<file path="src/rtl/lcd_frame_sequencer_if.sv">
// Host/controller signal bundle for lcd_frame_sequencer.
// master: the sequencer side (drives controller op port and status).
// slave : the environment side (host writes, controller rdy).
interface lcd_frame_sequencer_if #(
  parameter int NCOMMANDS = 3
);
  logic                 wr_en;
  logic [4:0]           wr_addr;
  logic [7:0]           wr_data;
  logic                 refresh;
  logic                 lcd_rdy;
  logic [NCOMMANDS:0]   op_out;
  logic [7:0]           data_out;
  logic                 enable_out;
  logic                 busy;
  logic                 frame_done;
  logic                 err;

  modport master (
    input  wr_en, wr_addr, wr_data, refresh, lcd_rdy,
    output op_out, data_out, enable_out, busy, frame_done, err
  );

  modport slave (
    output wr_en, wr_addr, wr_data, refresh, lcd_rdy,
    input  op_out, data_out, enable_out, busy, frame_done, err
  );
endinterface

</file>
<file path="src/rtl/lcd_frame_sequencer.sv">
// lcd_frame_sequencer: owns a 2x16 character frame buffer and repaints it on an
// L1602A controller via the op/enable/rdy handshake (INIT, CLEAR once; then
// CMD 80 + 16 WRITE + CMD C0 + 16 WRITE per dirty frame).
// Optional feature macro: LCD_SEQ_AUTOREFRESH_EN (periodic repaint from IDLE).
//
// state   | meaning
// S_INIT  | issue INIT op after reset
// S_CLR   | issue CLEAR op
// S_IDLE  | wait for dirty/refresh
// S_ADDR0 | CMD 8'h80 (line 0 address)
// S_LINE0 | WRITE buf[0..15]
// S_ADDR1 | CMD 8'hC0 (line 1 address)
// S_LINE1 | WRITE buf[16..31]
// S_DONE  | frame_done pulse
// Each op state runs a sub-phase: ISSUE (wait rdy, strobe) -> ACK (wait rdy low,
// with timeout) -> DONE (wait rdy high, advance).
module lcd_frame_sequencer #(
  parameter int NCOMMANDS      = 3,
  parameter int ACK_TMO        = 4095,
  parameter int REFRESH_CYCLES = 2000000
) (
  input  logic                  clk,
  input  logic                  rst,
  lcd_frame_sequencer_if.master bus
);

  localparam logic [2:0] S_INIT  = 3'd0;
  localparam logic [2:0] S_CLR   = 3'd1;
  localparam logic [2:0] S_IDLE  = 3'd2;
  localparam logic [2:0] S_ADDR0 = 3'd3;
  localparam logic [2:0] S_LINE0 = 3'd4;
  localparam logic [2:0] S_ADDR1 = 3'd5;
  localparam logic [2:0] S_LINE1 = 3'd6;
  localparam logic [2:0] S_DONE  = 3'd7;

  localparam logic [1:0] PH_ISSUE = 2'd0;
  localparam logic [1:0] PH_ACK   = 2'd1;
  localparam logic [1:0] PH_DONE  = 2'd2;

  localparam logic [NCOMMANDS:0] OP_INIT  = {{NCOMMANDS{1'b0}}, 1'b1};
  localparam logic [NCOMMANDS:0] OP_WRITE = OP_INIT << 1;
  localparam logic [NCOMMANDS:0] OP_CLEAR = OP_INIT << 2;
  localparam logic [NCOMMANDS:0] OP_CMD   = OP_INIT << 3;

  logic [7:0]           fbuf_q [32];
  logic [2:0]           state_q, state_d;
  logic [1:0]           phase_q, phase_d;
  logic [4:0]           idx_q, idx_d;
  logic [11:0]          tmo_q, tmo_d;
  logic [NCOMMANDS:0]   op_q, op_d;
  logic [7:0]           data_q, data_d;
  logic                 en_q, en_d;
  logic                 err_q, err_d;
  logic                 dirty_q, dirty_d;
  logic                 dirty_clr;
  logic                 abort;
  logic                 ar_hit;
  logic [NCOMMANDS:0]   cur_op;
  logic [7:0]           cur_data;

  assign bus.op_out     = op_q;
  assign bus.data_out   = data_q;
  assign bus.enable_out = en_q;
  assign bus.err        = err_q;
  assign bus.busy       = (state_q != S_IDLE);
  assign bus.frame_done = (state_q == S_DONE);

  // Frame buffer: host writes land on the same edge in any state.
  always_ff @(posedge clk) begin
    if (rst) begin
      for (int i = 0; i < 32; i++) fbuf_q[i] <= 8'h20;
    end else if (bus.wr_en) begin
      fbuf_q[bus.wr_addr] <= bus.wr_data;
    end
  end

`ifdef LCD_SEQ_AUTOREFRESH_EN
  logic [20:0] ar_q, ar_d;

  // Idle-time counter; zero outside IDLE so it restarts on every IDLE entry.
  always_comb begin
    ar_d = (state_q == S_IDLE) ? ar_q + 21'd1 : 21'd0;
  end

  assign ar_hit = (state_q == S_IDLE) && (ar_q == 21'(REFRESH_CYCLES - 1));

  // Autorefresh counter register.
  always_ff @(posedge clk) begin
    if (rst) ar_q <= '0;
    else     ar_q <= ar_d;
  end
`else
  logic unused_refresh_cfg;
  assign unused_refresh_cfg = (REFRESH_CYCLES != 0);
  assign ar_hit = 1'b0;
`endif

  // Op and operand belonging to the current op state; buffer read at issue time.
  always_comb begin
    cur_op   = '0;
    cur_data = 8'h00;
    case (state_q)
      S_INIT:  cur_op = OP_INIT;
      S_CLR:   cur_op = OP_CLEAR;
      S_ADDR0: begin cur_op = OP_CMD;   cur_data = 8'h80;          end
      S_ADDR1: begin cur_op = OP_CMD;   cur_data = 8'hC0;          end
      S_LINE0,
      S_LINE1: begin cur_op = OP_WRITE; cur_data = fbuf_q[idx_q];  end
      default: ;
    endcase
  end

  // Sequencer next-state: frame FSM plus per-op handshake phases.
  always_comb begin
    state_d   = state_q;
    phase_d   = phase_q;
    idx_d     = idx_q;
    tmo_d     = tmo_q;
    op_d      = op_q;
    data_d    = data_q;
    en_d      = 1'b0;
    err_d     = err_q;
    dirty_clr = 1'b0;
    abort     = 1'b0;
    case (state_q)
      S_IDLE: begin
        if (dirty_q || bus.refresh) begin
          dirty_clr = 1'b1;
          state_d   = S_ADDR0;
          phase_d   = PH_ISSUE;
          idx_d     = 5'd0;
        end
      end
      S_DONE: state_d = S_IDLE;
      default: begin
        case (phase_q)
          PH_ISSUE: begin
            if (bus.lcd_rdy) begin
              op_d    = cur_op;
              data_d  = cur_data;
              en_d    = 1'b1;
              tmo_d   = 12'd0;
              phase_d = PH_ACK;
            end
          end
          PH_ACK: begin
            if (!bus.lcd_rdy) begin
              phase_d = PH_DONE;
              tmo_d   = 12'd0;
            end else if (tmo_q == 12'(ACK_TMO - 1)) begin
              // Controller never took the op: flag it and retry the whole frame.
              err_d   = 1'b1;
              abort   = 1'b1;
              state_d = S_IDLE;
              phase_d = PH_ISSUE;
              op_d    = '0;
              data_d  = 8'h00;
              tmo_d   = 12'd0;
            end else begin
              tmo_d = tmo_q + 12'd1;
            end
          end
          default: begin
            if (bus.lcd_rdy) begin
              phase_d = PH_ISSUE;
              op_d    = '0;
              data_d  = 8'h00;
              case (state_q)
                S_INIT:  state_d = S_CLR;
                S_CLR:   state_d = S_IDLE;
                S_ADDR0: state_d = S_LINE0;
                S_ADDR1: state_d = S_LINE1;
                S_LINE0: begin
                  idx_d = idx_q + 5'd1;
                  if (idx_q == 5'd15) state_d = S_ADDR1;
                end
                S_LINE1: begin
                  idx_d = idx_q + 5'd1;
                  if (idx_q == 5'd31) state_d = S_DONE;
                end
                default: ;
              endcase
            end
          end
        endcase
      end
    endcase
    // Set sources win over the IDLE clear; refresh in IDLE is consumed directly.
    dirty_d = (dirty_q & ~dirty_clr) | bus.wr_en | (bus.refresh & (state_q != S_IDLE))
            | abort | ar_hit;
  end

  // Sequencer registers.
  always_ff @(posedge clk) begin
    if (rst) begin
      state_q <= S_INIT;
      phase_q <= PH_ISSUE;
      idx_q   <= 5'd0;
      tmo_q   <= 12'd0;
      op_q    <= '0;
      data_q  <= 8'h00;
      en_q    <= 1'b0;
      err_q   <= 1'b0;
      dirty_q <= 1'b1;
    end else begin
      state_q <= state_d;
      phase_q <= phase_d;
      idx_q   <= idx_d;
      tmo_q   <= tmo_d;
      op_q    <= op_d;
      data_q  <= data_d;
      en_q    <= en_d;
      err_q   <= err_d;
      dirty_q <= dirty_d;
    end
  end

endmodule

</file>
<file path="src/flat_wrapper.sv">
// flat-port wrapper written by rule: the top's interface ports become plain ports
module lcd_frame_sequencer_flat 
#(
  parameter int NCOMMANDS      = 3,
  parameter int ACK_TMO        = 4095,
  parameter int REFRESH_CYCLES = 2000000
)
  (clk, rst, bus_wr_en, bus_wr_addr, bus_wr_data, bus_refresh, bus_lcd_rdy, bus_op_out, bus_data_out, bus_enable_out, bus_busy, bus_frame_done, bus_err);
  lcd_frame_sequencer_if #(.NCOMMANDS(NCOMMANDS)) bus_i ();
  input  logic clk;
  input  logic rst;
  input wire logic [$bits(bus_i.wr_en)-1:0] bus_wr_en;
  input wire logic [$bits(bus_i.wr_addr)-1:0] bus_wr_addr;
  input wire logic [$bits(bus_i.wr_data)-1:0] bus_wr_data;
  input wire logic [$bits(bus_i.refresh)-1:0] bus_refresh;
  input wire logic [$bits(bus_i.lcd_rdy)-1:0] bus_lcd_rdy;
  output wire logic [$bits(bus_i.op_out)-1:0] bus_op_out;
  output wire logic [$bits(bus_i.data_out)-1:0] bus_data_out;
  output wire logic [$bits(bus_i.enable_out)-1:0] bus_enable_out;
  output wire logic [$bits(bus_i.busy)-1:0] bus_busy;
  output wire logic [$bits(bus_i.frame_done)-1:0] bus_frame_done;
  output wire logic [$bits(bus_i.err)-1:0] bus_err;
  assign bus_i.wr_en = bus_wr_en;
  assign bus_i.wr_addr = bus_wr_addr;
  assign bus_i.wr_data = bus_wr_data;
  assign bus_i.refresh = bus_refresh;
  assign bus_i.lcd_rdy = bus_lcd_rdy;
  assign bus_op_out = bus_i.op_out;
  assign bus_data_out = bus_i.data_out;
  assign bus_enable_out = bus_i.enable_out;
  assign bus_busy = bus_i.busy;
  assign bus_frame_done = bus_i.frame_done;
  assign bus_err = bus_i.err;
  lcd_frame_sequencer #(.NCOMMANDS(NCOMMANDS), .ACK_TMO(ACK_TMO), .REFRESH_CYCLES(REFRESH_CYCLES)) u_core (.clk(clk), .rst(rst), .bus(bus_i));
endmodule
</file>
<file path="config.mk">
export PLATFORM = sky130hd
export DESIGN_NAME = lcd_frame_sequencer_flat
export DESIGN_NICKNAME = d
export VERILOG_FILES = /design/src/rtl/lcd_frame_sequencer_if.sv /design/src/rtl/lcd_frame_sequencer.sv /design/src/flat_wrapper.sv
export SDC_FILE = /design/constraint.sdc
export NUM_CORES = 1
export LEC_CHECK = 0
export ABC_CLOCK_PERIOD_IN_PS = 3200
export BUFFER_PORTS_ARGS = -buffer_cell sky130_fd_sc_hd__buf_2
export CORE_MARGIN = 3
export CORE_UTILIZATION = 55
export CTS_CLUSTER_DIAMETER = 40
export DETAILED_ROUTE_END_ITERATION = 16
export MAX_ROUTING_LAYER = met4
export PLACE_DENSITY = 0.82
export SLEW_MARGIN = 20
export SYNTH_ARGS = -nofsm -noshare
export SYNTH_HDL_FRONTEND = slang
export SYNTH_SLANG_ARGS = --single-unit
</file>
<file path="constraint.sdc">
create_clock -name clk -period 3.2 [get_ports clk]
set_input_delay 0.64 -clock clk [delete_from_list [all_inputs] [get_ports clk]]
set_output_delay 0.64 -clock clk [all_outputs]
set_load 0.02 [all_outputs]
</file>
# After elaboration in Yosys (flattened, before gate mapping)
# Memories as Yosys holds them, arrays and structs flattened. A register that Yosys moved wholly into a read port is not among the register bits.
# Index checks and enable logic that the tools add are counted.
[classes] n_addsub=2 n_eq_ne=22 muxes=54 bitwise_logic=9 n_reduce_logical=21
[ops] cell="$mux 8" n=5
[ops] cell="$mux 12" n=3
[ops] cell="$mux 5" n=7
[ops] cell="$pmux 12 s2" n=1
[ops] cell="$pmux 8 s3" n=1
[ops] cell="$mux 3" n=6
[ops] cell="$pmux 3 s6" n=1
[ops] cell="$mux 4" n=4
[ops] cell="$pmux 4 s4" n=1
[ops] cell="$pmux 8 s2" n=1
[ops] cell="$mux 1" n=13
[ops] cell="$add 12x1->12 const B" n=1
[ops] cell="$eq 12x12->1 const B" n=1
[ops] cell="$eq 3x3->1 const B" n=4
[ops] cell="$pmux 3 s2" n=2
[ops] cell="$mux 2" n=5
[ops] cell="$pmux 5 s2" n=1
[ops] cell="$reduce_and 5->1" n=2
[ops] cell="$reduce_bool 9->1" n=1
[ops] cell="$ne 4x3->1 const B" n=2
[ops] cell="$pmux 2 s2" n=2
[ops] cell="$pmux 4 s2" n=1
[ops] cell="$reduce_or 2->1" n=4
[ops] cell="$reduce_or 8->1" n=1
[ops] cell="other kinds (24)" n=38
[word_totals] reg_bits=37 ramBits=256 in_bits=18 out_inout_bits=16 word_cells=118 mem_count=1
[memory_table] memory="u_core.fbuf_q" words=32 width=8 rd=1 rd_ports_with_merged_regs=1 wr=32 line="lcd_frame_sequencer.sv:45" source="logic [7:0] fbuf_q [32];"

# Logic depth before layout (Yosys ltp)
# Gate-level depths: netlist (run 1).
[logic_depth] ltp_word=8 mapped_depth=9 mapped_depth_nobuf=8

# Worst setup path before layout (run 1)
# OpenSTA, ideal clock, no wires.
[synth_timing] path_type="input to register" from="input rst" to="memory u_core.fbuf_q[0][0] (enable)" setup_time_ns=0.384 arrival_time_ns=2.202 required_ns=2.816 slack_ns=0.614 cell_stages=6 path_buffers=3 cell_sequence="buf_2 -> nand2b_1 -> or3_1 -> clkbuf_1 -> clkbuf_1 -> o21ai_0"
[synth_rtl] item="from (decl)" line="flat_wrapper.sv:11" source="input logic rst;"
[synth_rtl] item="to (decl)" line="lcd_frame_sequencer.sv:45"

# Worst setup path after layout (run 1)
[layout_timing] from="register u_core.state_q[1]" to="output bus_busy"
[layout_via] elab_chain_cells=1
[layout_lines] item="from (decl)" line="lcd_frame_sequencer.sv:46" source="logic [2:0] state_q, state_d;"
[layout_lines] item="from (signal assigned)" line="lcd_frame_sequencer.sv:206" source="state_q <= state_d;"
[layout_lines] item="$ne 3x2->1" line="lcd_frame_sequencer.sv:65" source="assign bus.busy = (state_q != S_IDLE);"
[layout_lines] item="to (decl)" line="flat_wrapper.sv:20" source="output wire logic [$bits(bus_i.busy)-1:0] bus_busy;"
# Every way passes these cells.

==> results of run 1 <==
-- metrics by stage --
stage,total power [mW],worst slack (ns),utilization (%)
final,9.34,0.677,64.4
after global routing,9.60,0.586,64.4
after CTS,9.40,0.702,64.4
after detailed placement,4.94,0.598,58.8
after global placement,4.91,0.668,58.8
after floorplan,4.75,0.614,-
-- metal layers --
layer,GRT usage (%),up-vias
met2,38.6,387
met1,32.5,4230
met4,7.69,0
met3,4.34,63
li1,-,3770
met5,-,-
-- how the worst max path moves through the flow --
| stage | from | to | slack, ns | cells past startpoint |
|---|---|---|---|---|
| after floorplan | rst | u_core.fbuf_q[0][0] | 0.61 | 6 |
| after global placement | rst | u_core.fbuf_q[10][6] | 0.67 | 6 |
| after detailed placement | rst | u_core.fbuf_q[10][7] | 0.60 | 6 |
| after CTS | u_core.state_q[1] | bus_busy | 0.70 | 4 |
| after global routing | u_core.state_q[1] | bus_busy | 0.59 | 4 |
| final | u_core.state_q[1] | bus_busy | 0.68 | 4 |
-- kinds of logic after synthesis --
family,Yosys count,share of synthesized area [%]
fa+ha+maj,5,0.455
flops,298,62.0
buf+inv,87,2.61
xor+xnor,14,0.892
mux,97,12.7
simple gates,405,17.2
compound gates,89,4.09
-- state kept, by name (all words and copies together) (netlist names), named ones only --
signal,cells
u_core.state_q,3
u_core.bus.enable_out,1
u_core.fbuf_q,256
u_core.tmo_q,12
u_core.bus.err,1
u_core.bus.data_out,8
u_core.dirty_q,1
u_core.phase_q,2
u_core.idx_q,5
u_core.bus.op_out,4
-- power by group --
| group | leakage [nW] | switching, mW | total (mW) | internal [mW] |
|---|---|---|---|---|
| registers | 2.79 | 0.0669 | 4.46 | 4.39 |
| logic | 1.94 | 0.261 | 0.402 | 0.142 |
| clock network | 0.663 | 1.69 | 4.48 | 2.79 |
| total | 5.40 | 2.02 | 9.34 | 7.32 |
-- critical path: stages (launching register included) --
cell and delay (ns):
dfxtp_1 0.55, nor2b_1 0.22, and2_1 0.34, inv_1 0.09, buf_2 0.17
-- cells in the final DEF, fill, tap and decap left out, types with 3 or more instances in the layout --
cell | netlist | routed
xor2_1 | 9 | 9
clkinv_4 | 0 | 5
and3_1 | 5 | 5
bufinv_16 | 0 | 5
clkinv_2 | 0 | 5
ha_1 | 5 | 5
nand2_1 | 23 | 23
nand3b_1 | 6 | 6
a211oi_1 | 4 | 4
nor2_1 | 62 | 62
inv_6 | 0 | 4
buf_4 | 3 | 44
clkbuf_16 | 0 | 41
dfxtp_2 | 0 | 3
a211o_1 | 7 | 7
mux2i_1 | 32 | 32
o21ai_0 | 35 | 35
buf_2 | 17 | 33
mux4_2 | 62 | 62
edfxtp_1 | 256 | 256
nor2b_1 | 3 | 3
o211ai_1 | 4 | 4
xnor2_1 | 5 | 5
dfxtp_1 | 42 | 38
o22ai_1 | 12 | 12
a21oi_1 | 12 | 12
clkbuf_1 | 55 | 5
nand3_1 | 10 | 10
or3_1 | 36 | 36
nand4_1 | 8 | 8
and2_1 | 226 | 226
nor3_1 | 7 | 7
mux2_2 | 3 | 3
buf_12 | 0 | 3
inv_1 | 7 | 7
-- cell type report --
type,instances,share of cell area [%]
clock inverter,26,2.00
clock buffer,46,6.63
multi-input combinational,610,30.9
timing repair buffer,80,3.53
inverter,7,0.167
antenna,1,0.0159
sequential,298,54.2
tap,324,2.57
==> impl_metrics.json, run 1 <==
{
  "status": "completed",
  "rsz0062_at_grt": "false",
  "insertion_delay_ns": 0.52,
  "synth-edff-count": 256,
  "fin_hold_ws_ns": 0.413,
  "cts_max_level": 2,
  "synth_flop_cell": "edfxtp_1",
  "synth-seq-cells": 298,
  "overflow": 0,
  "cp.required_ns": 2.56,
  "critPathArrivalTime_ns": 1.88,
  "p_leak_nw": 5.40,
  "die_y_um": 164,
  "rows": 57,
  "path_class": "reg -> out",
  "grt_max_degree": 42,
  "vias": 8450,
  "cts_buffers": 39,
  "max_cap_violations": 0,
  "ys_top_cells_by_area": "edfxtp_1 (56%), and2_1 (10%), mux4_2 (10%)",
  "io_pins": 34,
  "vias_per_cell": 6.07,
  "slew_headroom_pct": 35.2,
  "yosysMostFrequentCell": "edfxtp_1",
  "drive_above_1_share_pct": 21.0,
  "grt_pass1_vias": 8441,
  "cts-root-buf": "clkbuf_16",
  "synth_area_um2": 13800,
  "startpoint_type": "flip-flop",
  "max_freq_mhz": 396,
  "worst_pin_slew_ns": 0.972,
  "finalCritPeriodShare_pct": 78.8,
  "rr_worst_depth": 5,
  "synth_area_leader_cell": "edfxtp_1",
  "critPathMaxFanout": 11,
  "multiInputGateArea_um2": 4860,
  "hp-class": "in -> reg",
  "place_hpwl_mm": 20.0,
  "gp_congestion": 0.908,
  "dr.pass1.iters": 5,
  "final_hold_viol_count": 0,
  "start_util_pct": 56.2,
  "detail-route-antenna-nets": 0,
  "cts_buffer_depth": 3,
  "ys_warn_count": 0,
  "holdBufCountCts": 0,
  "syn_inst": 995,
  "drc": 0,
  "cts_tree": "done",
  "path_clk_slew_ns": 0.05,
  "min_path_cells": 3,
  "core_area_um2": 24500,
  "postPlaceCellArea_um2": 14400,
  "setup_viol": 0,
  "min_from": "bus_wr_en",
  "ys_seq_area_share_pct": 62.0,
  "syn_avg_cell_area_um2": 13.8,
  "fp.dieW_um": 164,
  "r2r_slack_ns": 0.87,
  "met1_length_mm": 12.3,
  "finalSetupTns_ns": 0,
  "dieArea_um2": 26900,
  "cts.sinks": 298,
  "final_nets": 1059,
  "r2r-end": "u_core.bus.data_out[4]",
  "grt_pass1_wl_mm": 48.4,
  "post_cts_resized": 0,
  "n_fill_cell": 1693,
  "drt_iter0_markers": 1212,
  "wl_mm": 31.0,
  "skew_ns": 0.0102,
  "stdcell_count": 1392,
  "synth_cell_types": 54,
  "period_needed_ns": 2.52,
  "io_buffers": 33,
  "dr_wl_met3_mm": 2.60,
  "area_delta_synth_final_pct": 14.5,
  "dr_wl_met2_mm": 15.2,
  "cellPowerDensity_nw_per_um2": 593,
  "cts_setup_buffers": 0,
  "synthDominantCellAreaShare_pct": 55.9,
  "register_area_um2": 8540,
  "antenna_found_initial": 1,
  "yosys-top-cells-count": "edfxtp_1 (256), and2_1 (226), mux4_2 (62), nor2_1 (62), clkbuf_1 (55)",
  "async_flop_share_pct": 0,
  "irDropWorstVdd_mv": 0.499,
  "syn_nets": 1018,
  "wl_per_cell_um": 22.3,
  "track_usage_pct": 24.4,
  "dr.max_layer_used": "met4",
  "cp-end-kind": "output pin",
  "place_inst": 1319,
  "final_max_slew_viol_count": 0,
  "stdcell_area_um2": 15700,
  "min_to": "u_core.dirty_q"
}
(Power assumes the default switching activity.)
==> run 2, diff against run 1 <==
--- a/config.mk
+++ b/config.mk
@@ -5,14 +5,14 @@
 export SDC_FILE = /design/constraint.sdc
 export NUM_CORES = 1
 export LEC_CHECK = 0
-export ABC_CLOCK_PERIOD_IN_PS = 3200
+export ABC_CLOCK_PERIOD_IN_PS = 2100
 export BUFFER_PORTS_ARGS = -buffer_cell sky130_fd_sc_hd__buf_2
 export CORE_MARGIN = 3
 export CORE_UTILIZATION = 55
 export CTS_CLUSTER_DIAMETER = 40
 export DETAILED_ROUTE_END_ITERATION = 16
 export MAX_ROUTING_LAYER = met4
-export PLACE_DENSITY = 0.82
+export PLACE_DENSITY = 0.84
 export SLEW_MARGIN = 20
 export SYNTH_ARGS = -nofsm -noshare
 export SYNTH_HDL_FRONTEND = slang
==> constraint.sdc (replaced) <==
create_clock -name clk -period 2.1 [get_ports clk]
set_input_delay 0.42 -clock clk [delete_from_list [all_inputs] [get_ports clk]]
set_output_delay 0.42 -clock clk [all_outputs]
set_load 0.02 [all_outputs]
==> impl_metrics.json, run 2 (synthesized netlist as in run 1, its figures left out) <==
{
  "status": "completed",
  "grt_pass1_vias": 8861,
  "stdcell_area_um2": 16000,
  "skew_ns": 0.0172,
  "final_nets": 1098,
  "irDropWorstVdd_mv": 0.630,
  "cts_tree": "done",
  "drc": 0,
  "path_class": "reg -> reg",
  "vias_per_cell": 6.12,
  "fp.dieW_um": 164,
  "area_delta_synth_final_pct": 16.3,
  "drive_above_1_share_pct": 24.1,
  "cellPowerDensity_nw_per_um2": 842,
  "core_area_um2": 24500,
  "dr.pass1.iters": 6,
  "overflow": 0,
  "vias": 8737,
  "antenna_found_initial": 0,
  "drt_iter0_markers": 1270,
  "cts_buffers": 37,
  "setup_viol": 0,
  "num_antenna_cells": 0,
  "path_clk_slew_ns": 0.06,
  "cts_buffer_depth": 3,
  "rows": 57,
  "start_util_pct": 56.2,
  "wl_per_cell_um": 23.3,
  "period_needed_ns": 2.06,
  "io_pins": 34,
  "cts-root-buf": "clkbuf_16",
  "p_leak_nw": 5.55,
  "final_max_slew_viol_count": 0,
  "fin_total_pwr_mw": 13.5,
  "dieArea_um2": 26900,
  "holdBufCountCts": 0,
  "gp_congestion": 0.891,
  "place_hpwl_mm": 21.5,
  "cts_max_level": 2,
  "wl_mm": 33.3,
  "postPlaceCellArea_um2": 14800,
  "layout_commonest_cell": "edfxtp_1",
  "finalCritPeriodShare_pct": 98.2,
  "largest_reg_flops": 256,
  "cp.required_ns": 2.52,
  "top_register": "u_core.fbuf_q",
  "grt_pass1_wl_mm": 51.1,
  "slew_headroom_pct": 54.7,
  "grt_max_degree": 38,
  "critPathArrivalTime_ns": 2.48,
  "cts.sinks": 298,
  "max_freq_mhz": 485,
  "io_buffers": 33,
  "hp-class": "in -> reg",
  "worst_pin_slew_ns": 0.679,
  "critPathMaxFanout": 7,
  "max_cap_violations": 0,
  "startpoint_type": "flip-flop",
  "insertion_delay_ns": 0.53,
  "die_y_um": 164,
  "mostFrequentLayoutCells": "edfxtp_1 (256), and2_1 (225), buf_4 (77)",
  "final_hold_viol_count": 0,
  "detail-route-antenna-nets": 0,
  "cp-end-kind": "flip-flop",
  "track_usage_pct": 26.1
}
-- run 2: cell types whose count changed in the layout (fill, tap and decap cells not counted), moves of 3 or more --
cell / delta
buf_4: +33
o21ai_0: -9
o21ai_1: +9
buf_12: +8
bufinv_16: -5
inv_6: +5
clkbuf_16: -4
clkinv_1: +4
clkinv_2: -3
clkinv_4: -3
clkinvlp_4: +3
mux2i_1: -3
-- run 2: final timing paths --
path	slack (ns)	cells past startpoint	to	start
max reg2reg	0.04	5	u_core.bus.data_out[0]	flip-flop
max	0.04	5	u_core.bus.data_out[0]	flip-flop
min reg2reg	0.45	2	u_core.bus.op_out[0]	u_core.bus.op_out[0]
min	0.17	3	u_core.dirty_q	bus_wr_en
-- run 2: repair_timing --
| item | CTS | global route |
|---|---|---|
| endpoints found under the setup margin | 5 | 4 |
| cloned | 0 | 0 |
| pin swaps | 0 | 1 |
| buffers inserted | 3 | 0 |
| gates resized for setup | 4 | 6 |
-- run 2: stage by stage --
stage / setup TNS [ns] / hold slack, ns / cells / setup slack [ns] / util, %
2_1_floorplan: -7.31 / 0.479 / 995 / -0.0713 / -
3_3_place_gp: -0.195 / 0.434 / 1357 / -0.102 / 60.3
3_5_place_dp: -0.234 / 0.443 / 1357 / -0.102 / 60.3
4_1_cts: 0 / 0.154 / 1428 / 0.00116 / 65.3
5_1_grt: -0.0108 / 0.171 / 1428 / -0.0108 / 65.4
6_report: 0 / 0.171 / 1428 / 0.0383 / 65.4
-- run 2: cell type report --
cell class	instances	area, µm²
Timing Repair Buffer	121	963
Sequential cell	298	8540
Fill cell	1609	8470
Inverter	7	26.3
Clock buffer	42	965
Tap cell	324	405
Clock inverter	26	203
Multi-Input combinational cell	610	4890
-- run 2: critical path, cell delays in order (launching register included) --
cell	delay, ns
dfxtp_4	0.45
buf_4	0.23
mux4_2	0.53
mux2i_1	0.31
o22ai_1	0.16
a211o_1	0.28
-- run 2: layer usage --
metal	vias to the layer above	global-route usage, %	wire (µm)
met3	73	5.70	2970
li1	3838	-	-
met1	4359	32.6	12700
met5	-	-	0
met4	0	10.3	1160
met2	467	42.0	16400
-- run 2: report_power, final --
group	internal (mW)	switching, mW	total, mW
Sequential	6.70	0.112	6.81
Combinational	0.242	0.413	0.655
Clock	3.40	2.60	6.00
Total	10.3	3.13	13.5
